### src/rtl/pipeline_ctrl_pkg.sv
// pipeline_ctrl_pkg: shared state encoding and architectural constants for the pipeline controller
package pipeline_ctrl_pkg;
  typedef enum logic [2:0] {
    INIT  = 3'd0,
    RUN   = 3'd1,
    HALT  = 3'd2,
    FLUSH = 3'd3
  } state_t;
  localparam logic [3:0]  PC_IDX    = 4'd15;
  localparam logic [31:0] NOP_INSTR = 32'h0;
endpackage

### src/rtl/pipeline_ctrl_hazard_detect.sv
// hazard_detect: combinational load-use compare between the decode operands and the ID/EX load destination
module hazard_detect
  import pipeline_ctrl_pkg::*;
(
  input  logic [3:0] id_rn,
  input  logic [3:0] id_rm,
  input  logic       id_uses_rn,
  input  logic       id_uses_rm,
  input  logic [3:0] ex_rd,
  input  logic       ex_load,
  output logic       load_use
);
  // A load into the PC is a branch, not a data dependency, so it never stalls
  always_comb
    load_use = ex_load && ex_rd != PC_IDX &&
               ((id_uses_rn && id_rn == ex_rd) || (id_uses_rm && id_rm == ex_rd));
endmodule

### src/rtl/pipeline_ctrl.sv
// pipeline_ctrl: front-end sequencing (warm-up, load-use stall, branch flush, halt) with hazard statistics
module pipeline_ctrl
  import pipeline_ctrl_pkg::*;
#(
  parameter int INIT_CYCLES    = 2,
  parameter int BRANCH_PENALTY = 1,
  parameter int CNT_W          = 16
) (
  input  logic             clk,
  input  logic             reset,
  input  logic [3:0]       id_rn,
  input  logic [3:0]       id_rm,
  input  logic             id_uses_rn,
  input  logic             id_uses_rm,
  input  logic [3:0]       ex_rd,
  input  logic             ex_load,
  input  logic             branch_taken,
  input  logic             ext_stall,
  input  logic             cnt_clear,
  output logic             pc_enable,
  output logic             if_id_enable,
  output logic             if_id_flush,
  output logic             nop_select,
  output logic [2:0]       state,
  output logic [CNT_W-1:0] stall_cycles,
  output logic [CNT_W-1:0] flush_events
);
  localparam int MX = INIT_CYCLES > BRANCH_PENALTY ? INIT_CYCLES : BRANCH_PENALTY;
  localparam int CW = $clog2(MX + 1);
  localparam logic [CW-1:0] INIT_LD = CW'(INIT_CYCLES);
  localparam logic [CW-1:0] FL_LD = CW'(BRANCH_PENALTY - 1);
  localparam state_t RST_ST = INIT_CYCLES == 0 ? RUN : INIT;
  state_t st, nxt;
  logic [CW-1:0] cnt, cnt_nxt;
  logic load_use, active, frz, br, last;
  hazard_detect u_hazard (
    .id_rn      (id_rn),
    .id_rm      (id_rm),
    .id_uses_rn (id_uses_rn),
    .id_uses_rm (id_uses_rm),
    .ex_rd      (ex_rd),
    .ex_load    (ex_load),
    .load_use   (load_use)
  );
  // HALT decides exactly like RUN: while ext_stall holds it freezes, on release the held instruction is re-evaluated
  always_comb begin
    active       = st == RUN || st == HALT;
    frz          = active && (ext_stall || load_use);
    br           = active && !frz && branch_taken;
    last         = cnt <= CW'(1);
    pc_enable    = (active && !frz) || st == FLUSH;
    if_id_enable = pc_enable;
    if_id_flush  = br || st == FLUSH;
    nop_select   = !pc_enable;
    state        = st;
  end
  // Next state and warm-up/flush down-counter
  always_comb begin
    nxt = st == INIT  ? (last ? RUN : INIT) :
          st == FLUSH ? (last ? RUN : FLUSH) :
          active      ? (active && ext_stall ? HALT : (br && BRANCH_PENALTY > 1) ? FLUSH : RUN) :
                        INIT;
    cnt_nxt = br ? FL_LD :
              (st == INIT || st == FLUSH) && cnt != '0 ? cnt - CW'(1) :
              !active && st != INIT && st != FLUSH ? INIT_LD : cnt;
  end
  // Registered state and saturating statistics, clear beats increment
  always_ff @(posedge clk or negedge reset) begin
    if (!reset) begin
      st           <= RST_ST;
      cnt          <= INIT_LD;
      stall_cycles <= '0;
      flush_events <= '0;
    end else begin
      st           <= nxt;
      cnt          <= cnt_nxt;
      stall_cycles <= cnt_clear ? '0 : (frz && stall_cycles != '1) ? stall_cycles + 1'b1 : stall_cycles;
      flush_events <= cnt_clear ? '0 : (br && flush_events != '1) ? flush_events + 1'b1 : flush_events;
    end
  end
endmodule

### config.mk
export PLATFORM = sky130hd
export DESIGN_NAME = pipeline_ctrl
export DESIGN_NICKNAME = d
export VERILOG_FILES = /design/src/rtl/pipeline_ctrl_pkg.sv /design/src/rtl/pipeline_ctrl_hazard_detect.sv /design/src/rtl/pipeline_ctrl.sv
export SDC_FILE = /design/constraint.sdc
export NUM_CORES = 1
export LEC_CHECK = 0
export CORE_MARGIN = 5
export CORE_UTILIZATION = 45
export DETAILED_ROUTE_END_ITERATION = 7
export GPL_TIMING_DRIVEN = 1
export PLACE_DENSITY = 0.77
export SLEW_MARGIN = 5
export SYNTH_ARGS = -nofsm -noshare
export SYNTH_HDL_FRONTEND = slang
export SYNTH_HIERARCHICAL = 1
export SYNTH_SLANG_ARGS = --single-unit
### constraint.sdc
create_clock -name clk -period 2.6 [get_ports clk]
set_input_delay 0.52 -clock clk [delete_from_list [all_inputs] [get_ports clk]]
set_output_delay 0.52 -clock clk [all_outputs]
set_load 0.005 [all_outputs]
==> results of run 1 <==
[worst paths after layout]
kind	startpoint	end	slack, ns	depth (start not counted)
worst max register to register	state[0]$_DFF_PN0_	flush_events[9]$_DFFE_PN0P_	0.30	8
worst max-delay path	id_rn[0]	pc_enable	0.07	7
worst min-delay path	cnt[1]$_DFFE_PN1P_	cnt[1]$_DFFE_PN1P_	0.51	2
min in group asynchronous	reset	state[0]$_DFF_PN0_	0.66	2
worst min register to register	cnt[1]$_DFFE_PN1P_	cnt[1]$_DFFE_PN1P_	0.51	2
max in group asynchronous	reset	cnt[1]$_DFFE_PN1P_	1.60	2
[final cells by class]
| class | instances | area [µm²] |
|---|---|---|
| clock inverters | 1 | 30.0 |
| fillers | 461 | 1930 |
| flip-flops and latches | 36 | 902 |
| multi-input cells | 196 | 1340 |
| inverters | 10 | 37.5 |
| well taps | 70 | 87.6 |
| repair buffers | 73 | 676 |
| clock buffers | 7 | 96.3 |
[state kept, by name, summed over array words and instances, names as in the netlist]
signal	count
state	2
flush_events	16
stall_cycles	16
cnt	2
[through the flow]
step / hold slack, ns / util (%)
2_1_floorplan: 0.224 / -
3_3_place_gp: 0.482 / 59.7
3_5_place_dp: 0.499 / 59.7
4_1_cts: 0.519 / 61.8
5_1_grt: 0.545 / 62.1
6_report: 0.514 / 62.1
[logic make-up (layout without fill, tap and decap cells)]
logic type	count (synthesis)	count (layout)	share of synthesized area [%]
adders and majority gates	6	6	3.19
DFF	36	36	38.3
xor gates and xnor gates	8	8	2.97
other	1	1	0.159
AOI/OAI and AO/OA	53	53	14.9
muxes	12	12	5.63
and+or+nand+nor	116	116	29.9
buffers and inverters	23	91	4.99
[power groups by stage]
stage	Sequential, mW	Clock [mW]	Combinational [mW]
after CTS	0.651	0.564	0.502
after floorplan	0.655	0	0.280
after global routing	0.657	0.589	0.574
after detailed placement	0.661	0	0.527
after global placement	0.657	0	0.509
final	0.650	0.548	0.514
[synth_stat cells (8+ instances only)]
library cell | instances | share of area [%]
dfrtp_1 | 35 | 37
a21oi_1 | 20 | 4.2
nand2_1 | 20 | 3.2
nor2_1 | 19 | 3.0
nand3_1 | 13 | 2.8
inv_1 | 10 | 1.6
mux2_2 | 10 | 4.8
nor2b_1 | 9 | 2.4
nand4_1 | 8 | 2.1
nor3_1 | 8 | 1.7
[routing by layer]
metal | wire (µm) | GRT usage, % | share of wire [%]
met1 | 2470 | 22.4 | 42
met2 | 3060 | 31.9 | 52
met3 | 320 | 4.01 | 5.4
met4 | 40 | 6.98 | 0.68
met5 | 0 | 0 | 0
[repair_timing]
item,CTS,global route
pin swaps,6,4
gates resized for setup,20,5
endpoints found under the setup margin,9,4
setup buffers,0,1
[tightest hold or removal path, cell delays in order (launching register included)]
cell,delay [ns]
dfstp_2,0.37
o21ai_0,0.07
a21oi_1,0.07
==> impl_metrics.yaml, run 1 <==
cells_and_area:
  nets: 348
  finalInstanceArea_um2: 3170
  syn_to_final_growth_pct: 34.7
  antenna_cells: 0
  layout_commonest_cell: "clkdlybuf4s50_1"
  final_cell_mix: "clkdlybuf4s50_1 (43), dfrtp_1 (35), nand2_1 (20), a21oi_1 (20), nor2_1 (19)"
  final_cells: 393
  drive_gt1_share_pct: 15.8
clocking:
  cts.path.max_buffers: 2
  cts_tree: "yes"
  cts_made_buffers: 5
  cts_hold_buf: 0
  insertion_delay_ns: 0.29
  cts.clk_slew.worst_paths_ns: 0.07
  clock-sinks: 36
  h-tree-depth: 2
  root_buffer: "clkbuf_8"
sta:
  fin_ws_ns: 0.0733
  drv_slew: 0
  setup_violations: 0
  clock-skew-final_ns: 0.00234
  hold_viol_final: 0
  setup_tns_ns: 0
  timing.fmax_mhz: 396
  fin_crit_ns: 2.53
  finalCritPeriodShare_pct: 97.2
  slew_headroom_pct: 63.6
  worst_pin_slew_ns: 0.542
  rsz0062_at_grt: "true"
floorplan:
  core_area_um2: 5110
  fp.dieArea_um2: 6780
  ios: 59
  die_w_um: 82.4
  fp.dieH_um: 82.4
  rows: 26
  initial_core_util_pct: 46.1
setup_path:
  crit_arrival_ns: 2.01
  worstPathRequired_ns: 2.08
  worst-path-buf-inv: 2
  slowest_delay_ns: 0.47
  cp_top_family: "buffers and inverters"
  crit_path_end_kind: "output pin"
  crit_path_start_kind: "input pin"
  crit_chain: "clkdlybuf4s50_1 > xnor2_1 > nand3_1 > a21oi_2 > nor2_1 > or2_2 > dlygate4sd2_1"
  crit_type: "in2out"
  path_max_fanout: 3
  cpMaxStageDelayCell: "clkdlybuf4s50_1"
detailed_routing:
  routed-via-count: 2186
  drtIter0Drc: 133
  wl_per_cell_um: 15.0
  firstDrtPassIters: 4
  detail-route-antenna-nets: 0
  drc: 0
  drt_wl_total_um: 5890
  viasPerCell: 5.56
hold_path:
  min_path_type: "reg2reg"
yosys:
  ys.flop_type: "dfrtp_1"
  yosysUniqueCellTypes: 52
  synthArstFlopShare_pct: 100
  syn_nets: 281
  syn_inst: 255
  yosysWarnings: 6
  syn_area_um2: 2360
  synth_seq_cells: 36
  ys_seq_area_share_pct: 38.3
  avgSynthCellArea_um2: 9.24
  synth_edf_count: 0
placed_design:
  place.gp.congestion: 0.867
  dp_slack_ns: -0.582
  placed_cells: 384
  portBuffers: 57
  post_dp_cell_area_um2: 3050
  hpwl_um: 4240
power_and_ir_drop:
  ir_drop_v: 0.000337
  pwr_density_cell_nw_per_um2: 539
  power_frac_clock_pct: 32.0
  netSwitchingFraction_pct: 28.9
  p_switching_mw: 0.495
  p_leak_nw: 1.35
  p_seq_share_pct: 38.0
  total_power_mw: 1.71
  p_int_mw: 1.22
  combPwrFrac_pct: 30.0
grt:
  antenna_found_initial: 0
  grt_usage_pct: 18.5
  grt_max_degree: 37
  grt_pass1_wl_um: 9710
  grt_pass1_vias: 2116
  gr-total-overflow: 0
flow_run:
  max-cap-violations: 0
outcome:
  status: "finished, final reports clean"
Note: power is estimated with default switching activity, not from simulation.
==> inputs of run 2 (changes only) <==
Settings changed: RECOVER_POWER set to 100.
==> run 2 against run 1 <==
Effect of this change:
- die area did not move
- clock skew about the same
- power fell by 1.3%
- wire length up 0.32%
- non-clock buffer count stayed put
- critical endpoint unchanged
- largest power group unchanged
==> impl_metrics.yaml, run 2 (synthesis results as in run 1) <==
cells_and_area:
  syn_to_final_growth_pct: 33.6
  biggestRegsByFlops: "flush_events: 16 flops, stall_cycles: 16 flops"
  fillers: 465
  final_cells: 393
  nets: 348
  finalInstanceArea_um2: 3150
  antenna_cells: 0
  final_cell_mix: "dfrtp_1 (35), dlygate4sd3_1 (35), nand2_1 (20), a21oi_1 (20), nor2_1 (19)"
  final_util_pct: 61.6
  drive_gt1_share_pct: 14.9
grt:
  grt_pass1_vias: 2116
  grt_max_degree: 37
  antenna_found_initial: 0
  gr-total-overflow: 0
  grt_usage_pct: 18.5
  grt_pass1_wl_um: 9710
detailed_routing:
  drc: 0
  drtIter0Drc: 157
  routed-via-count: 2206
  detail-route-antenna-nets: 0
  drt_wl_total_um: 5910
  firstDrtPassIters: 4
  viasPerCell: 5.61
  wl_per_cell_um: 15.0
sta:
  drv_slew: 0
  timing.fmax_mhz: 396
  slew_headroom_pct: 39.5
  whs_ns: 0.517
  setup_violations: 0
  hold_viol_final: 0
  fin_crit_ns: 2.53
  rsz0062_at_grt: "true"
  finalCritPeriodShare_pct: 97.2
  clock-skew-final_ns: 0.00229
  setup_tns_ns: 0
  fin_ws_ns: 0.0738
  worst_pin_slew_ns: 0.908
placed_design:
  post_dp_cell_area_um2: 3050
  dp_slack_ns: -0.582
  placed_cells: 384
  place.gp.congestion: 0.867
  hpwl_um: 4240
  portBuffers: 57
power_and_ir_drop:
  pwr_density_cell_nw_per_um2: 537
  total_power_mw: 1.69
  p_leak_nw: 1.44
  ir_drop_v: 0.000319
clocking:
  clock-sinks: 36
  cts.clk_slew.worst_paths_ns: 0.07
  cts_made_buffers: 5
  cts.path.max_buffers: 2
  insertion_delay_ns: 0.29
  root_buffer: "clkbuf_8"
  h-tree-depth: 2
  cts_tree: "yes"
setup_path:
  crit_path_start_kind: "input pin"
  crit_type: "in2out"
  crit_path_end_kind: "output pin"
  path_max_fanout: 3
  worstPathRequired_ns: 2.08
  crit_arrival_ns: 2.01
floorplan:
  fp.dieH_um: 82.4
  ios: 59
  fp.dieArea_um2: 6780
  rows: 26
  die_w_um: 82.4
  initial_core_util_pct: 46.1
  core_area_um2: 5110
flow_run:
  max-cap-violations: 0
outcome:
  status: "finished, final reports clean"
hold_path:
  min_path_type: "reg2reg"
==> run 2: cell count changes in the layout (fill, tap and decap cells not counted), moves of 2 or more <==
cell,before,now
clkdlybuf4s50_1,43,8
dlygate4sd3_1,0,35
buf_4,16,13
clkbuf_1,0,2
==> run 2: worst paths after layout <==
| check | slack, ns | from | cells past startpoint | endpoint |
|---|---|---|---|---|
| worst max-delay path | 0.07 | id_rn[0] | 7 | pc_enable |
| worst min-delay path | 0.52 | cnt[1]$_DFFE_PN1P_ | 2 | cnt[1]$_DFFE_PN1P_ |
| worst max register to register | 0.25 | state[0]$_DFF_PN0_ | 8 | flush_events[10]$_DFFE_PN0P_ |
| worst min register to register | 0.52 | cnt[1]$_DFFE_PN1P_ | 2 | cnt[1]$_DFFE_PN1P_ |
| max in group asynchronous | 1.15 | reset | 2 | flush_events[10]$_DFFE_PN0P_ |
| min in group asynchronous | 0.89 | reset | 2 | state[0]$_DFF_PN0_ |
==> run 2: report_power, final <==
group | switching (mW) | internal [mW]
combinational | 0.243 | 0.248
sequential | 0.0406 | 0.608
clock | 0.212 | 0.339
==> run 2: layer usage <==
layer  track usage [%]  vias up  wire length [µm]
met2              31.9       55              3040
li1                  -     1073                 -
met4              6.98        0                64
met3              4.01        7               271
met1              22.4     1071              2530
met5                 0        -                 0
==> run 2: worst max-delay path: stages <==
cell and delay [ns]:
clkdlybuf4s50_1 0.47, xnor2_1 0.11, nand3_1 0.10, a21oi_2 0.17, nor2_1 0.06, or2_2 0.29
dlygate4sd2_1 0.28
==> run 2: cell type report <==
cell class | instances | area, µm² | share of cell area (%)
Multi-Input combinational cell | 196 | 1330 | 42.2
Sequential cell | 36 | 902 | 28.7
Timing Repair Buffer | 73 | 666 | 21.1
Clock buffer | 7 | 96.3 | 3.06
Tap cell | 70 | 87.6 | 2.78
Inverter | 10 | 37.5 | 1.19
Clock inverter | 1 | 30.0 | 0.954
==> run 2: what timing repair did <==
item / 4_1_cts / 5_1_grt
hold buffers: 0 / 0
resized for setup: 20 / 5
endpoints found under the hold margin: 0 / 0
buffers inserted: 0 / 1
pin swaps: 6 / 4
setup endpoints to repair: 9 / 4
==> inputs of run 3 (changes only) <==
Settings changed: CTS_CLUSTER_DIAMETER set to 120.
Clock period 2.6 ns to 2.5 ns, I/O delays scaled along.
==> run 3 against run 2 <==
Effect of this change:
- clock-buffer cell count shrank 1
- die area is the same
- hold slack lost 0.0069 ns
- critical path depth grew 1
- largest cell class unchanged
==> impl_metrics.yaml, run 3 (synthesis results as in run 1) <==
cells_and_area:
  drive_gt1_share_pct: 15.7
  ff_latch_area_um2: 902
  antenna_cells: 0
  fillers: 460
  syn_to_final_growth_pct: 32.1
  final_cell_mix: "dfrtp_1 (35), dlygate4sd3_1 (35), nand2_1 (20), a21oi_1 (20), nor2_1 (19)"
  nets: 349
  finalInstanceArea_um2: 3110
  final_cells: 394
  multiInputGateArea_um2: 1340
  biggestRegsByFlops: "flush_events: 16 flops, stall_cycles: 16 flops"
setup_path:
  rrSetupSlack_ns: 0.23
  worstPathRequired_ns: 2.00
  cpMaxStageDelayCell: "and4bb_2"
  crit_arrival_ns: 1.88
  crit_chain: "clkdlybuf4s15_1 > xor2_1 > nor3_2 > nand3_1 > a21oi_2 > and4bb_2 > or2_4 > buf_6"
  cp_top_family: "simple AND/OR/NAND/NOR gates"
  crit_path_start_kind: "input pin"
  crit_type: "in2out"
  slowest_delay_ns: 0.25
  path_max_fanout: 3
  worst-path-buf-inv: 2
  crit_path_end_kind: "output pin"
clocking:
  insertion_delay_ns: 0.29
  h-tree-depth: 2
  root_buffer: "clkbuf_8"
  cts.clk_slew.worst_paths_ns: 0.07
  clock-sinks: 36
  cts_tree: "yes"
  cts_made_buffers: 5
  cts.path.max_buffers: 2
grt:
  gr-total-overflow: 0
  grt_usage_pct: 18.6
  grt_pass1_wl_um: 9810
  antenna_found_initial: 0
  grt_pass1_vias: 2140
  grt_max_degree: 37
detailed_routing:
  drt_wl_total_um: 5740
  firstDrtPassIters: 4
  routed-via-count: 2179
  detail-route-antenna-nets: 0
  drtIter0Drc: 143
  drc: 0
  viasPerCell: 5.53
  wl_per_cell_um: 14.6
sta:
  hold_viol_final: 0
  fin_crit_ns: 2.38
  timing.fmax_mhz: 421
  setup_tns_ns: 0
  worst_pin_slew_ns: 0.881
  slew_headroom_pct: 41.3
  rsz0062_at_grt: "false"
  finalCritPeriodShare_pct: 95.1
  drv_slew: 0
  whs_ns: 0.510
  setup_violations: 0
  clock-skew-final_ns: 0.00528
power_and_ir_drop:
  pwr_density_cell_nw_per_um2: 525
  p_leak_nw: 1.43
  ir_drop_v: 0.000396
  total_power_mw: 1.63
floorplan:
  rows: 26
  fp.dieH_um: 82.4
  initial_core_util_pct: 46.1
  ios: 59
  die_w_um: 82.4
  fp.dieArea_um2: 6780
  core_area_um2: 5110
placed_design:
  placed_cells: 385
  hpwl_um: 4220
  portBuffers: 57
  post_dp_cell_area_um2: 3050
  place.gp.congestion: 0.865
hold_path:
  min_path_type: "reg2reg"
flow_run:
  max-cap-violations: 0
outcome:
  status: "finished, final reports clean"
==> run 3: cell count changes in the layout (fill, tap and decap cells not counted), moves of 2 or more <==
cell / delta
buf_2: +3
clkbuf_4: +3
clkdlybuf4s15_1: +6
clkbuf_1: +2
dlygate4sd2_1: -8
clkdlybuf4s50_1: -2
buf_4: -3
clkinv_2: +2
==> run 3: power breakdown <==
group | internal, mW | switching [mW]
registers | 0.633 | 0.0409
clock network | 0.220 | 0.213
logic | 0.270 | 0.256
==> run 3: layer usage <==
layer  vias up  track usage (%)  share of wire (%)
met4         0             6.81                1.8
met3        10             4.56                5.9
met5         -                0                  0
met2        52             32.3                 50
li1       1084                -                  -
met1      1033             22.1                 42
==> run 3: what timing repair did <==
| item | in CTS | in global routing |
|---|---|---|
| cloned | 0 | 0 |
| endpoints found under the hold margin | 0 | 0 |
| hold buffers | 0 | 0 |
| buffers inserted | 2 | 0 |
| setup endpoints to repair | 20 | 7 |
| pin swaps | 11 | 9 |
| gates resized for setup | 34 | 10 |
==> run 3: cell type report <==
cell class	instances	share of cell area (%)
flip-flops and latches	36	29.0
multi-input cells	196	43.1
repair buffers	74	20.9
inverters	10	1.21
clock buffers	6	2.65
clock inverters	2	0.322
well taps	70	2.81
==> run 3: worst register-to-register path: cells and delay by family (launching register included) <==
kind | cells | cell delay [ns]
AND/OR/NAND/NOR | 3 | 0.93
adder cells (fa/ha/maj) | 1 | 0.40
flip-flops | 1 | 0.36
buffers and inverters | 3 | 0.35
AO/OA/AOI/OAI | 1 | 0.15
==> run 3: final timing paths <==
kind	depth (start not counted)	to	start
min reg2reg	2	cnt[1]$_DFFE_PN1P_	cnt[1]$_DFFE_PN1P_
max in group asynchronous	2	flush_events[4]$_DFFE_PN0P_	reset
max	8	if_id_flush	id_rn[2]
min	2	cnt[1]$_DFFE_PN1P_	cnt[1]$_DFFE_PN1P_
max reg2reg	8	flush_events[9]$_DFFE_PN0P_	state[0]$_DFF_PN0_
min in group asynchronous	2	flush_events[13]$_DFFE_PN0P_	reset
==> run 3: stage by stage <==
stage / utilization, % / setup WS [ns]
4_1_cts: 61.5 / 0.00981
6_report: 60.9 / 0.124
3_5_place_dp: 59.8 / -0.651
2_1_floorplan: - / 0.195
3_3_place_gp: 59.8 / -0.596
5_1_grt: 60.9 / 0.00481
